--- src/rtl/rl_md_pkg.sv ---
// Shared definitions for the range-limited MD pair generator: record layout,
// lane geometry and the generator state encoding.
package rl_md_pkg;

   localparam int DATA_WIDTH          = 32;
   localparam int PARTICLE_ID_WIDTH   = 20;
   localparam int NUM_FILTER          = 4;
   localparam int LOG2_NUM_FILTER     = 2;
   localparam int CELL_ADDR_WIDTH     = 8;
   localparam int NBR_WORD_ADDR_WIDTH = CELL_ADDR_WIDTH - LOG2_NUM_FILTER;
   // One extra bit so a full cell (64 words) can be counted.
   localparam int WORD_CNT_WIDTH      = NBR_WORD_ADDR_WIDTH + 1;

   // Position record {id, z, y, x}
   localparam int POS_REC_WIDTH = 3*DATA_WIDTH + PARTICLE_ID_WIDTH;
   localparam int POS_X_LSB     = 0;
   localparam int POS_Y_LSB     = DATA_WIDTH;
   localparam int POS_Z_LSB     = 2*DATA_WIDTH;
   localparam int POS_ID_LSB    = 3*DATA_WIDTH;

   typedef enum logic [2:0] {
      ST_IDLE     = 3'd0,
      ST_REF_RD   = 3'd1,
      ST_REF_WAIT = 3'd2,
      ST_STREAM   = 3'd3,
      ST_DRAIN    = 3'd4
   } gen_state_t;

   // Number of neighbor-cache words holding cnt particles: ceil(cnt / NUM_FILTER).
   function automatic logic [WORD_CNT_WIDTH-1:0] words_for_count(input logic [CELL_ADDR_WIDTH-1:0] cnt);
      logic [CELL_ADDR_WIDTH:0] sum;
      sum = {1'b0, cnt} + (CELL_ADDR_WIDTH+1)'(NUM_FILTER-1);
      return WORD_CNT_WIDTH'(sum >> LOG2_NUM_FILTER);
   endfunction

endpackage

--- src/rtl/rl_pair_lane_mask.sv ---
// Per-lane pair-valid mask for one neighbor word: a lane is valid when its
// particle exists and, inside a single cell, lies strictly above the reference.
module rl_pair_lane_mask
   import rl_md_pkg::*;
(
   input  logic [NBR_WORD_ADDR_WIDTH-1:0] i_word,
   input  logic [CELL_ADDR_WIDTH-1:0]     i_ref_idx,
   input  logic [CELL_ADDR_WIDTH-1:0]     i_nbr_count,
   input  logic                           i_same_cell,
   output logic [NUM_FILTER-1:0]          o_mask
);

   logic [CELL_ADDR_WIDTH-1:0] w_idx;

   // Evaluate the particle index of each lane against count and half-shell rule.
   always_comb begin
      o_mask = '0;
      w_idx  = '0;
      for (int l = 0; l < NUM_FILTER; l++) begin
         w_idx     = {i_word, LOG2_NUM_FILTER'(l)};
         o_mask[l] = (w_idx < i_nbr_count) && (!i_same_cell || (w_idx > i_ref_idx));
      end
   end

endmodule

--- src/rtl/rl_pair_generator.sv ---
// Pair source for the LJ force unit: walks every reference particle of the
// home cell and streams neighbor words, one particle per filter lane.
module rl_pair_generator
   import rl_md_pkg::*;
(
   input  logic                                    clk,
   input  logic                                    rst,
   input  logic                                    start,
   input  logic                                    same_cell,
   input  logic [CELL_ADDR_WIDTH-1:0]              ref_count,
   input  logic [CELL_ADDR_WIDTH-1:0]              nbr_count,
   output logic                                    busy,
   output logic                                    done,
   output logic                                    ref_rd_en,
   output logic [CELL_ADDR_WIDTH-1:0]              ref_rd_addr,
   input  logic [POS_REC_WIDTH-1:0]                ref_rd_data,
   output logic                                    nbr_rd_en,
   output logic [NBR_WORD_ADDR_WIDTH-1:0]          nbr_rd_addr,
   input  logic [NUM_FILTER*POS_REC_WIDTH-1:0]     nbr_rd_data,
   input  logic [NUM_FILTER-1:0]                   back_pressure_to_input,
   output logic [NUM_FILTER-1:0]                   input_valid,
   output logic [NUM_FILTER*PARTICLE_ID_WIDTH-1:0] ref_particle_id,
   output logic [NUM_FILTER*PARTICLE_ID_WIDTH-1:0] neighbor_particle_id,
   output logic [NUM_FILTER*DATA_WIDTH-1:0]        refx,
   output logic [NUM_FILTER*DATA_WIDTH-1:0]        refy,
   output logic [NUM_FILTER*DATA_WIDTH-1:0]        refz,
   output logic [NUM_FILTER*DATA_WIDTH-1:0]        neighborx,
   output logic [NUM_FILTER*DATA_WIDTH-1:0]        neighbory,
   output logic [NUM_FILTER*DATA_WIDTH-1:0]        neighborz,
   output gen_state_t                              dbg_state
);

   // Handshake: a lane pair is transferred in every cycle its input_valid bit
   // is high; the filter bank cannot refuse it, it can only raise its
   // back_pressure bit early enough that at most one more word lands.

   gen_state_t                     r_state, w_state_nxt;
   logic [CELL_ADDR_WIDTH-1:0]     r_ref_cnt, r_nbr_cnt, r_ref_idx, w_ref_idx_nxt;
   logic                           r_same;
   logic [WORD_CNT_WIDTH-1:0]      r_word, w_word_nxt, w_num_words, w_w0;
   logic [CELL_ADDR_WIDTH:0]       w_ref_inc;
   logic                           w_last_ref, w_done_nxt, r_done;
   logic [POS_REC_WIDTH-1:0]       r_ref_rec;
   logic                           r_rd_pend;
   logic [NUM_FILTER-1:0]          r_mask_pend, w_lane_mask;

   assign w_num_words = words_for_count(r_nbr_cnt);
   assign w_ref_inc   = {1'b0, r_ref_idx} + {{CELL_ADDR_WIDTH{1'b0}}, 1'b1};
   assign w_w0        = r_same ? WORD_CNT_WIDTH'(w_ref_inc >> LOG2_NUM_FILTER) : '0;
   assign w_last_ref  = (r_ref_idx == r_ref_cnt - CELL_ADDR_WIDTH'(1));

   assign busy      = (r_state != ST_IDLE);
   assign done      = r_done;
   assign dbg_state = r_state;

   rl_pair_lane_mask u_lane_mask (
      .i_word      (r_word[NBR_WORD_ADDR_WIDTH-1:0]),
      .i_ref_idx   (r_ref_idx),
      .i_nbr_count (r_nbr_cnt),
      .i_same_cell (r_same),
      .o_mask      (w_lane_mask)
   );

   // Next-state, index update and cache read strobes.
   always_comb begin
      w_state_nxt   = r_state;
      w_ref_idx_nxt = r_ref_idx;
      w_word_nxt    = r_word;
      w_done_nxt    = 1'b0;
      ref_rd_en     = 1'b0;
      ref_rd_addr   = '0;
      nbr_rd_en     = 1'b0;
      nbr_rd_addr   = '0;
      case (r_state)
         ST_IDLE: begin
            if (start) begin
               w_ref_idx_nxt = '0;
               if ((ref_count == '0) || (nbr_count == '0)) w_done_nxt  = 1'b1;
               else                                        w_state_nxt = ST_REF_RD;
            end
         end
         ST_REF_RD: begin
            ref_rd_en   = 1'b1;
            ref_rd_addr = r_ref_idx;
            w_state_nxt = ST_REF_WAIT;
         end
         ST_REF_WAIT: begin
            if (w_w0 >= w_num_words) begin
               // Nothing above this reference in the cell: skip it.
               if (w_last_ref) begin
                  w_state_nxt = ST_DRAIN;
               end else begin
                  w_ref_idx_nxt = r_ref_idx + CELL_ADDR_WIDTH'(1);
                  w_state_nxt   = ST_REF_RD;
               end
            end else begin
               w_word_nxt  = w_w0;
               w_state_nxt = ST_STREAM;
            end
         end
         ST_STREAM: begin
            if (!(|back_pressure_to_input)) begin
               nbr_rd_en   = 1'b1;
               nbr_rd_addr = r_word[NBR_WORD_ADDR_WIDTH-1:0];
               w_word_nxt  = r_word + WORD_CNT_WIDTH'(1);
               if (r_word == w_num_words - WORD_CNT_WIDTH'(1)) begin
                  if (w_last_ref) begin
                     w_state_nxt = ST_DRAIN;
                  end else begin
                     w_ref_idx_nxt = r_ref_idx + CELL_ADDR_WIDTH'(1);
                     w_state_nxt   = ST_REF_RD;
                  end
               end
            end
         end
         ST_DRAIN: begin
            // Once no read is in the RAM stage, the final word is in the
            // output register this cycle, so done follows it directly.
            if (!r_rd_pend) begin
               w_done_nxt  = 1'b1;
               w_state_nxt = ST_IDLE;
            end
         end
         default: w_state_nxt = ST_IDLE;
      endcase
   end

   // Control registers, latched job parameters, ref record and read pipeline.
   always_ff @(posedge clk) begin
      if (rst) begin
         r_state     <= ST_IDLE;
         r_ref_idx   <= '0;
         r_word      <= '0;
         r_done      <= 1'b0;
         r_ref_cnt   <= '0;
         r_nbr_cnt   <= '0;
         r_same      <= 1'b0;
         r_ref_rec   <= '0;
         r_rd_pend   <= 1'b0;
         r_mask_pend <= '0;
      end else begin
         r_state   <= w_state_nxt;
         r_ref_idx <= w_ref_idx_nxt;
         r_word    <= w_word_nxt;
         r_done    <= w_done_nxt;
         if ((r_state == ST_IDLE) && start) begin
            r_ref_cnt <= ref_count;
            r_nbr_cnt <= nbr_count;
            r_same    <= same_cell;
         end
         if (r_state == ST_REF_WAIT) r_ref_rec <= ref_rd_data;
         r_rd_pend   <= nbr_rd_en;
         r_mask_pend <= nbr_rd_en ? w_lane_mask : '0;
      end
   end

   // Output register: loads a landed neighbor word with the broadcast ref.
   always_ff @(posedge clk) begin
      if (rst) begin
         input_valid          <= '0;
         ref_particle_id      <= '0;
         neighbor_particle_id <= '0;
         refx                 <= '0;
         refy                 <= '0;
         refz                 <= '0;
         neighborx            <= '0;
         neighbory            <= '0;
         neighborz            <= '0;
      end else begin
         input_valid <= r_rd_pend ? r_mask_pend : '0;
         if (r_rd_pend) begin
            for (int l = 0; l < NUM_FILTER; l++) begin
               ref_particle_id[l*PARTICLE_ID_WIDTH +: PARTICLE_ID_WIDTH] <= r_ref_rec[POS_ID_LSB +: PARTICLE_ID_WIDTH];
               refx[l*DATA_WIDTH +: DATA_WIDTH] <= r_ref_rec[POS_X_LSB +: DATA_WIDTH];
               refy[l*DATA_WIDTH +: DATA_WIDTH] <= r_ref_rec[POS_Y_LSB +: DATA_WIDTH];
               refz[l*DATA_WIDTH +: DATA_WIDTH] <= r_ref_rec[POS_Z_LSB +: DATA_WIDTH];
               neighbor_particle_id[l*PARTICLE_ID_WIDTH +: PARTICLE_ID_WIDTH] <=
                  nbr_rd_data[l*POS_REC_WIDTH + POS_ID_LSB +: PARTICLE_ID_WIDTH];
               neighborx[l*DATA_WIDTH +: DATA_WIDTH] <= nbr_rd_data[l*POS_REC_WIDTH + POS_X_LSB +: DATA_WIDTH];
               neighbory[l*DATA_WIDTH +: DATA_WIDTH] <= nbr_rd_data[l*POS_REC_WIDTH + POS_Y_LSB +: DATA_WIDTH];
               neighborz[l*DATA_WIDTH +: DATA_WIDTH] <= nbr_rd_data[l*POS_REC_WIDTH + POS_Z_LSB +: DATA_WIDTH];
            end
         end
      end
   end

endmodule

--- config.mk ---
export PLATFORM = sky130hd
export DESIGN_NAME = rl_pair_generator
export DESIGN_NICKNAME = d
export VERILOG_FILES = /design/src/rtl/rl_md_pkg.sv /design/src/rtl/rl_pair_lane_mask.sv /design/src/rtl/rl_pair_generator.sv
export SDC_FILE = /design/constraint.sdc
export NUM_CORES = 1
export LEC_CHECK = 0
export ABC_AREA = 1
export CORE_AREA = 2 2 607 609
export CTS_CLUSTER_SIZE = 25
export DETAILED_ROUTE_END_ITERATION = 7
export DIE_AREA = 0 0 609 611
export HOLD_SLACK_MARGIN = 0.12
export PLACE_DENSITY = 0.34
export SYNTH_ARGS = -nofsm -noshare
export SYNTH_HDL_FRONTEND = slang
export SYNTH_SLANG_ARGS = --single-unit
--- constraint.sdc ---
create_clock -name clk -period 3.1 [get_ports clk]
set_clock_uncertainty 0.1 [all_clocks]
set_input_delay 0.62 -clock clk [delete_from_list [all_inputs] [get_ports clk]]
set_output_delay 0.62 -clock clk [all_outputs]
set_load 0.01 [all_outputs]
==> impl_metrics.yaml, run 1 <==
logic_synthesis:
  synth_area_leaders: "dfxtp_1, nor2_1, o21ai_0"
  syn_area_per_cell_um2: 7.603
  synthCells: 3882
  synth_edf_count: 0
  synth_warnings: 0
  synth.distinct_cells: 42
  synth.most_common_cell: "nor2_1"
  synth_ff_type: "dfxtp_1"
  synthesis.area_um2: 29520
  synth_seq_cells: 741
  yosysTopAreaCell: "dfxtp_1"
  synth_fp_nets: 4512
  synth_commonest_cells: "nor2_1, dfxtp_1, o21ai_0"
  async_reset_ff_share_pct: 0
  yosysTopAreaCellShare_pct: 50.26
  ys_seq_area_share_pct: 50.26
detailed_routing:
  vias: 30300
  firstDrtPassIters: 5
  drc_errors: 0
  via_per_inst: 3.034
  wl_per_cell_um: 22.54
  drtIter0Drc: 1513
  drt-total-wl_um: 225100
  ant_nets: 0
timing:
  timing.final.crit_share_pct: 94.13
  max_freq_mhz: 342.7
  report.final.setup_viol: 0
  maxSlewViolCount: 0
  fin_crit_ns: 2.918
  hold_viol: 0
  finalSetupTns_ns: 0
  worstMarginPinSlew_ns: 1.245
  slew_headroom_pct: 17.02
  fin_hold_ws_ns: 0.2986
clock_tree:
  cts_tree: "yes"
  clkLatencyLatePin_ns: 0.79
  cts_root_buf: "clkbuf_16"
  clk_pin_slew_ns: 0.06
  numCtsBuffers: 106
  clk_path_buf_depth: 4
  clock_sinks: 741
  htree_levels: 3
  ctsHoldBuffers: 0
pwr:
  p_int_mw: 19.67
  power_density_nw_per_um2: 531.5
  combPwrFrac_pct: 17.1
  ir_worst_vdd_v: 0.0004234
  switching_share_pct: 29.24
  pwr-share-clk_pct: 44.4
  power.leakage_nw: 19.82
  p_switching_mw: 8.127
  pwr-share-seq_pct: 38.5
setup_path:
  cp.arrival_ns: 2.20
  cp.required_ns: 2.38
  path_class: "reg -> out"
  rr_startpoint: "r_ref_idx[0]$_SDFFE_PP0P_"
  reg2reg_to: "r_ref_idx[6]$_SDFFE_PP0P_"
  cp_max_fo: 7
  end_kind: "primary output"
  reg2regPathDepth: 18
  reg2reg_slack_ns: 0.27
  startpoint_type: "register"
place:
  numPortBuffers: 1556
  placed_cell_area_um2: 48760
  dp_hpwl_um: 186600
  place_inst: 9775
  gp_congestion: 0.8386
finish:
  fin_cells: 9987
  area_growth_syn_to_layout_pct: 77.19
  layout-drive-gt1-share_pct: 6.319
  finalNetCount: 5698
  final_cell_area_um2: 52300
hold_path:
  min_from: "nbr_rd_data[11]"
  hp-class: "in -> reg"
  min_to: "neighborx[11]$_SDFFE_PP0P_"
  min_path_cells: 3
global_routing:
  antenna_found_initial: 113
  grt_max_degree: 194
  grt_use_met2_pct: 22.72
  grt_usage_pct: 11.52
  grt_util_met1_pct: 12.04
  grt_pass1_wl_um: 290200
  grt_overflow: 0
  grt_pass1_vias: 30010
  grt-busiest-layer: "met2"
  grt_use_met3_pct: 3.405
flow_run:
  drv_cap: 0
run_status:
  status: "finished, final reports clean"
die:
  die_w_um: 609
  die_y_um: 611
  num_io_pins: 1557
  coreArea_um2: 365000
  num_rows: 222
  initial_utilization_pct: 8.087
  die-area_um2: 372100
## worst max-delay path: stages, from the launching register on
cell and delay (ns):
dfxtp_4 0.38, nor3_2 0.24, clkinv_2 0.16, buf_4 0.17
nor2_1 0.11, dlygate4sd2_1 0.33
## power groups by stage
stage	Sequential [mW]	Clock, mW	Combinational (mW)
2_1_floorplan	10.8	0	2.57
3_3_place_gp	10.9	0	4.85
3_5_place_dp	10.9	0	4.82
4_1_cts	10.7	13.0	4.84
5_1_grt	10.8	13.3	5.33
6_report	10.7	12.3	4.75
## metrics by stage
| stage | total power [mW] | worst slack [ns] | utilization [%] |
|---|---|---|---|
| floorplan | 13.34 | 0.4646 | - |
| global placement | 15.75 | -0.2150 | 13.36 |
| detailed placement | 15.73 | -0.1868 | 13.36 |
| CTS | 28.51 | 0.03777 | 14.31 |
| global route | 29.38 | -0.0001501 | 14.31 |
| finish | 27.80 | 0.1819 | 14.33 |
## sequential cells by signal, summed over array words and instances, names as in the netlist
| signal | flops |
|---|---|
| neighborx | 128 |
| neighbory | 128 |
| neighborz | 128 |
| r_ref_rec | 116 |
| neighbor_particle_id | 80 |
| refx | 32 |
| refy | 32 |
| refz | 32 |
| ref_particle_id | 20 |
| r_nbr_cnt | 8 |
| r_ref_cnt | 8 |
| r_ref_idx | 8 |
| r_word | 7 |
| input_valid | 4 |
| r_mask_pend | 4 |
| dbg_state | 3 |
| done | 1 |
| r_rd_pend | 1 |
| r_same | 1 |
## worst max path at each step
| stage | from | end | slack, ns | cells after the start |
|---|---|---|---|---|
| floorplan | r_ref_idx[1]$_SDFFE_PP0P_ | r_ref_idx[4]$_SDFFE_PP0P_ | 0.46 | 17 |
| global placement | back_pressure_to_input[0] | nbr_rd_addr[3] | -0.21 | 7 |
| detailed placement | back_pressure_to_input[0] | nbr_rd_addr[4] | -0.19 | 7 |
| CTS | refx[110]$_SDFFE_PP0P_ | refx[46] | 0.04 | 2 |
| global route | r_ref_idx[1]$_SDFFE_PP0P_ | r_word[4]$_SDFFE_PP0P_ | -0.0002 | 17 |
| finish | dbg_state[1]$_SDFFE_PP0P_ | ref_rd_addr[5] | 0.18 | 5 |
## logic make-up after synthesis
family	after synthesis	synth area share [%]
AOI/OAI and AO/OA	790	13.57
adders and majority gates	26	1.102
DFF	741	50.26
and+or+nand+nor	1644	21.56
xor gates and xnor gates	16	0.5214
buffers and inverters	665	12.99
## final cells by class
type | count | area (um2)
antenna | 28 | 70.07
multi-input combinational | 2476 | 10880
sequential | 741 | 14850
inverter | 76 | 306.5
fill | 41520 | 312700
clock inverter | 28 | 351.6
clock buffer | 155 | 3097
tap | 4816 | 6026
timing repair buffer | 1667 | 16720
## routing by layer
layer | vias up | share of wire, %
li1 | 14520 | -
met1 | 14320 | 37
met2 | 1061 | 55
met3 | 339 | 6.8
met4 | 62 | 1.7
met5 | - | 0.18
## cell usage in the layout, fill, tap and decap left out, drive strengths merged, types with 8 or more instances in the layout
cell           instances
diode                 28
ha                    26
o21ai                727
nor3                  11
dlygate4sd2           15
nor2                1462
clkinvlp               8
clkinv                14
nand3                 42
nand2                115
dfxtp                741
buf                  117
a21oi                 46
xor2                  12
inv                   76
clkdlybuf4s50       1535
clkbuf               155
## repair_timing
action,4_1_cts,5_1_grt
buffers inserted,1,0
endpoints found under the setup margin,18,9
gates resized for setup,26,3
Note: power is estimated with default switching activity, not from simulation.
==> run 2: changes to the inputs <==
--- a/config.mk
+++ b/config.mk
@@ -6,12 +6,14 @@
 export NUM_CORES = 1
 export LEC_CHECK = 0
 export ABC_AREA = 1
-export CORE_AREA = 2 2 607 609
+export CELL_PAD_IN_SITES_DETAIL_PLACEMENT = 0
+export CELL_PAD_IN_SITES_GLOBAL_PLACEMENT = 1
+export CORE_AREA = 2 2 615 617
 export CTS_CLUSTER_SIZE = 25
 export DETAILED_ROUTE_END_ITERATION = 7
-export DIE_AREA = 0 0 609 611
+export DIE_AREA = 0 0 617 619
 export HOLD_SLACK_MARGIN = 0.12
-export PLACE_DENSITY = 0.34
+export PLACE_DENSITY = 0.4
 export SYNTH_ARGS = -nofsm -noshare
 export SYNTH_HDL_FRONTEND = slang
 export SYNTH_SLANG_ARGS = --single-unit
==> constraint.sdc (replaced) <==
create_clock -name clk -period 3.5 [get_ports clk]
set_clock_uncertainty 0.1 [all_clocks]
set_input_delay 0.7 -clock clk [delete_from_list [all_inputs] [get_ports clk]]
set_output_delay 0.7 -clock clk [all_outputs]
set_load 0.01 [all_outputs]
==> run 2 against run 1 <==
  * Wire length fell by 0.72%
  * Via count fell by 0.31%
  * Core utilization fell by 0.27 points
  * Register-to-register slack improved by 0.08 ns
  * First-iteration DRC count fell by 2.1%
  * Critical path depth rose by 4
  * Sequential share of layout area fell by 0.21 points
  * Critical endpoint is now nbr_rd_addr[5]
  * Largest cell class unchanged
==> impl_metrics.yaml, run 2 (synthesized netlist as in run 1, its figures left out) <==
run_status:
  status: "finished, final reports clean"
global_routing:
  grt_overflow: 0
  grt_pass1_wl_um: 288400
  grt_max_degree: 142
  grt_pass1_vias: 30200
  antenna_found_initial: 129
  grt_usage_pct: 11.16
setup_path:
  reg2regPathDepth: 19
  end_kind: "primary output"
  startpoint: "back_pressure_to_input[1]"
  critPathSlowestCell: "clkdlybuf4s50_1"
  reg2reg_slack_ns: 0.35
  reg2reg_to: "r_ref_idx[5]$_SDFFE_PP0P_"
  cp_max_fo: 7
  cp.required_ns: 2.70
  critPathCapture: "nbr_rd_addr[5]"
  slowest_delay_ns: 0.55
  cp.arrival_ns: 2.59
  startpoint_type: "primary input"
  rr_startpoint: "r_ref_idx[1]$_SDFFE_PP0P_"
  path_cells: "clkdlybuf4s50_1 > nor4_2 > buf_4 > inv_1 > nor2_1 > buf_4 > inv_2 > nor2_1 > clkdlybuf4s50_1"
  path_class: "in -> out"
finish:
  finalNetCount: 5679
  fin_cells: 10150
  layout-drive-gt1-share_pct: 6.038
  layout_common_cells: "clkdlybuf4s50_1, nor2_1, dfxtp_1"
  area_growth_syn_to_layout_pct: 78.48
  reg_top3: "neighborx x128, neighbory x128, neighborz x128"
  final_common_cell: "clkdlybuf4s50_1"
clock_tree:
  clk_path_buf_depth: 4
  clk_pin_slew_ns: 0.06
  clock_sinks: 741
  clkLatencyLatePin_ns: 0.90
  numCtsBuffers: 111
  cts_tree: "yes"
  cts_root_buf: "clkbuf_16"
  htree_levels: 3
die:
  die_w_um: 617
  num_io_pins: 1557
  coreArea_um2: 374700
  die-area_um2: 381900
  num_rows: 225
  die_y_um: 619
  initial_utilization_pct: 7.877
timing:
  fin_hold_ws_ns: 0.2805
  timing.final.crit_share_pct: 96.72
  rsz0062_at_grt: "no"
  report.final.setup_viol: 0
  finalSetupTns_ns: 0
  worstMarginPinSlew_ns: 0.8356
  maxSlewViolCount: 0
  fin_crit_ns: 3.385
  setup_slack_ns: 0.1149
  slew_headroom_pct: 44.30
  max_freq_mhz: 295.4
  hold_viol: 0
flow_run:
  drv_cap: 0
place:
  gp_congestion: 0.8227
  numPortBuffers: 1556
  dp_hpwl_um: 181700
  dp_slack_ns: -0.1388
  place_inst: 9929
detailed_routing:
  firstDrtPassIters: 5
  vias: 30210
  drtIter0Drc: 1481
  drc_errors: 0
  via_per_inst: 2.975
  wl_per_cell_um: 22.02
  ant_nets: 0
  drt-total-wl_um: 223500
pwr:
  ir_worst_vdd_v: 0.0004007
  power_density_nw_per_um2: 489.9
  power.leakage_nw: 19.84
hold_path:
  min_from: "nbr_rd_data[162]"
  hp-class: "in -> reg"
==> run 2: cell count changes in the layout (fill, tap and decap cells not counted), moves of 6 or more <==
cell,before,now
clkinv_4,1,7
bufinv_16,6,12
clkinv_2,10,16
dlygate4sd2_1,15,2
clkdlybuf4s50_1,1535,1552
buf_4,89,64
clkbuf_1,23,17
==> run 2: cell type report <==
cell class,instances,area (um2)
Antenna cell,24,60.06
Clock buffer,155,3213
Clock inverter,43,616.8
Fill cell,42690,322000
Inverter,76,319.1
Multi-Input combinational cell,2476,10860
Sequential cell,741,14840
Tap cell,4994,6248
Timing Repair Buffer,1643,16520
==> run 2: worst max-delay path, delay by kind of cell <==
kind	cells	cell delay (ns)
and+or+nand+nor	3	0.50
buffers and inverters	6	1.37
==> run 2: timing repair <==
action | 4_1_cts | 5_1_grt
hold buffers | 0 | 0
endpoints found under the setup margin | 15 | 6
resized for setup | 8 | 3
setup buffers | 0 | 1
endpoints found under the hold margin | 0 | 0
pin swaps | 0 | 0
==> run 2: per-stage QoR <==
stage | total power [mW] | util (%) | area (um2)
after global routing | 27.30 | 14.04 | 52630
final | 25.81 | 14.06 | 52680
after CTS | 26.58 | 14.04 | 52600
after detailed placement | 14.07 | 13.01 | 48750
after global placement | 14.10 | 13.01 | 48750
after floorplan | 11.82 | - | 29520
==> run 2: how the worst min path moves through the flow <==
stage	end	slack, ns	cells past startpoint
after detailed placement	input_valid[1]$_SDFF_PP0_	0.32	2
after CTS	neighbory[44]$_SDFFE_PP0P_	0.17	3
after global placement	input_valid[1]$_SDFF_PP0_	0.32	2
after floorplan	input_valid[0]$_SDFF_PP0_	0.29	2
final	neighbory[46]$_SDFFE_PP0P_	0.28	3
after global routing	neighbory[48]$_SDFFE_PP0P_	0.22	3
==> run 2: power by group <==
group          total, mW  internal (mW)  switching, mW
Sequential          9.51           9.04          0.469
Clock               12.0           7.26           4.75
Combinational       4.29           1.82           2.46
Total               25.8           18.1           7.68
==> run 2: routing by layer <==
metal / global-route usage (%) / up-vias / wire (um) / part of all wire [%]
li1: - / 14470 / - / -
met4: 2.989 / 116 / 7349 / 3.3
met3: 4.150 / 373 / 17900 / 8.0
met1: 10.53 / 14200 / 74890 / 34
met2: 22.20 / 1041 / 122700 / 55
met5: 0 / - / 731 / 0.33
==> run 3: changes to the inputs <==
--- a/config.mk
+++ b/config.mk
@@ -9,6 +9,7 @@
 export CELL_PAD_IN_SITES_DETAIL_PLACEMENT = 0
 export CELL_PAD_IN_SITES_GLOBAL_PLACEMENT = 1
 export CORE_AREA = 2 2 615 617
+export CTS_CLUSTER_DIAMETER = 150
 export CTS_CLUSTER_SIZE = 25
 export DETAILED_ROUTE_END_ITERATION = 7
 export DIE_AREA = 0 0 617 619
==> run 3 against run 2 <==
  * Non-clock buffer count unchanged
  * Hold slack improved by 0.051 ns
  * Sequential share of layout area increased by 1.4 points
  * Combinational power about the same
  * Die area unchanged
  * Power decreased by 22%
  * Critical path depth unchanged
  * Worst setup slack improved by 0.0040 ns
  * Cell area decreased by 4.6%
  * Largest power group is now registers
==> impl_metrics.yaml, run 3 (synthesized netlist as in run 1, its figures left out) <==
timing:
  hold_viol: 0
  report.final.setup_viol: 0
  fin_crit_ns: 3.381
  worstMarginPinSlew_ns: 0.8304
  timing.final.crit_share_pct: 96.60
  max_freq_mhz: 295.8
  maxSlewViolCount: 0
  rsz0062_at_grt: "no"
  finalSetupTns_ns: 0
  slew_headroom_pct: 44.64
run_status:
  status: "finished, final reports clean"
finish:
  layout-drive-gt1-share_pct: 3.936
  multi_input_area_um2: 10860
  layout_common_cells: "clkdlybuf4s50_1, nor2_1, dfxtp_1"
  area_growth_syn_to_layout_pct: 70.28
  final_common_cell: "clkdlybuf4s50_1"
  final_core_util_pct: 13.41
  reg_top3: "neighborx x128, neighbory x128, neighborz x128"
  fillCellCount: 42840
  finalNetCount: 5611
  seq_area_um2: 14850
setup_path:
  cp.required_ns: 2.70
  cp.arrival_ns: 2.58
  reg2regPathDepth: 19
  path_class: "in -> out"
  startpoint: "back_pressure_to_input[1]"
  cp_max_fo: 7
  rr_startpoint: "r_ref_idx[1]$_SDFFE_PP0P_"
  startpoint_type: "primary input"
  critPathCapture: "nbr_rd_addr[4]"
  reg2reg_slack_ns: 0.28
  end_kind: "primary output"
  reg2reg_to: "r_ref_idx[5]$_SDFFE_PP0P_"
pwr:
  p_switching_mw: 6.801
  pwr-share-clk_pct: 32.1
  pwr-share-seq_pct: 46.9
  switching_share_pct: 33.57
  power_mw: 20.26
  combPwrFrac_pct: 21.0
  power.leakage_nw: 18.66
  power_density_nw_per_um2: 403.0
  ir_worst_vdd_v: 0.0003595
  p_int_mw: 13.46
global_routing:
  grt_use_met2_pct: 22.17
  grt_use_met3_pct: 4.013
  antenna_found_initial: 128
  grt_max_degree: 142
  grt_usage_pct: 11.06
  grt_overflow: 0
  grt_pass1_wl_um: 285100
  grt_util_met1_pct: 10.56
  grt_pass1_vias: 29470
  grt-busiest-layer: "met2"
clock_tree:
  htree_levels: 2
  numCtsBuffers: 43
  clkLatencyLatePin_ns: 0.74
  clock_sinks: 741
  cts_tree: "yes"
  clk_pin_slew_ns: 0.12
  clk_path_buf_depth: 3
  cts_root_buf: "clkbuf_16"
die:
  die_y_um: 619
  num_rows: 225
  die-area_um2: 381900
  die_w_um: 617
  coreArea_um2: 374700
  num_io_pins: 1557
  initial_utilization_pct: 7.877
place:
  dp_hpwl_um: 181700
  numPortBuffers: 1556
  gp_congestion: 0.8227
hold_path:
  hp-class: "reg -> reg"
detailed_routing:
  vias: 29660
  drc_errors: 0
  via_per_inst: 2.962
  ant_nets: 0
  drt-total-wl_um: 221600
  firstDrtPassIters: 5
  drtIter0Drc: 1431
  wl_per_cell_um: 22.13
flow_run:
  drv_cap: 0
-- run 3: cell count changes in the layout (fill, tap and decap cells not counted), sizes merged --
| cell | previous run | this run |
|---|---|---|
| clkinv | 26 | 5 |
| inv | 76 | 89 |
| clkbuf | 155 | 48 |
| clkinvlp | 4 | 1 |
| diode | 24 | 15 |
| bufinv | 13 | 2 |
-- run 3: worst max-delay path, cell delays in order --
cell,delay [ns]
clkdlybuf4s50_1,0.43
nor4_2,0.29
buf_4,0.14
inv_1,0.04
nor2_1,0.12
buf_4,0.14
inv_2,0.07
nor2_1,0.10
clkdlybuf4s50_1,0.55
-- run 3: through the flow --
stage          std cells  cell area, um2  worst slack [ns]  hold WS (ns)
2_1_floorplan       3882           29520            0.8646        0.2936
6_report           10010           50260            0.1189        0.3319
3_5_place_dp        9929           48750           -0.1388        0.3164
5_1_grt            10000           50230          0.007210        0.3328
3_3_place_gp        9929           48750           -0.2273        0.3195
4_1_cts             9998           50210           0.04244        0.2709
-- run 3: worst min-delay path by stage --
stage	from	end	slack, ns	cells past startpoint
finish	r_mask_pend[0]$_SDFF_PP0_	input_valid[0]$_SDFF_PP0_	0.33	2
detailed placement	r_mask_pend[1]$_SDFF_PP0_	input_valid[1]$_SDFF_PP0_	0.32	2
CTS	nbr_rd_data[427]	neighborz[111]$_SDFFE_PP0P_	0.27	3
global placement	r_mask_pend[1]$_SDFF_PP0_	input_valid[1]$_SDFF_PP0_	0.32	2
floorplan	r_mask_pend[0]$_SDFF_PP0_	input_valid[0]$_SDFF_PP0_	0.29	2
global route	nbr_rd_data[427]	neighborz[111]$_SDFFE_PP0P_	0.33	3
-- run 3: power by group through the flow --
stage	Clock, mW	Combinational (mW)	Sequential, mW
floorplan	0	2.28	9.54
global placement	0	4.42	9.68
detailed placement	0	4.38	9.69
CTS	7.06	4.40	9.51
global route	7.23	4.79	9.58
finish	6.50	4.26	9.50
-- run 3: final cells by class --
type | count | area share [%]
antenna | 15 | 0.07468
clock buffer | 48 | 2.238
clock inverter | 21 | 0.6348
inverter | 76 | 0.6099
multi-input combinational | 2476 | 21.61
sequential | 741 | 29.54
tap | 4994 | 12.43
timing repair buffer | 1643 | 32.87
-- run 3: layer usage --
metal	vias up	wire [um]
li1	14250	-
met5	-	706
met2	981	123200
met4	116	5095
met3	292	17350
met1	14020	75180
-- run 3: repair_timing --
action,in CTS,in global routing
setup buffers,0,1
resized for setup,8,3
endpoints found under the setup margin,14,7
hold buffers,0,0
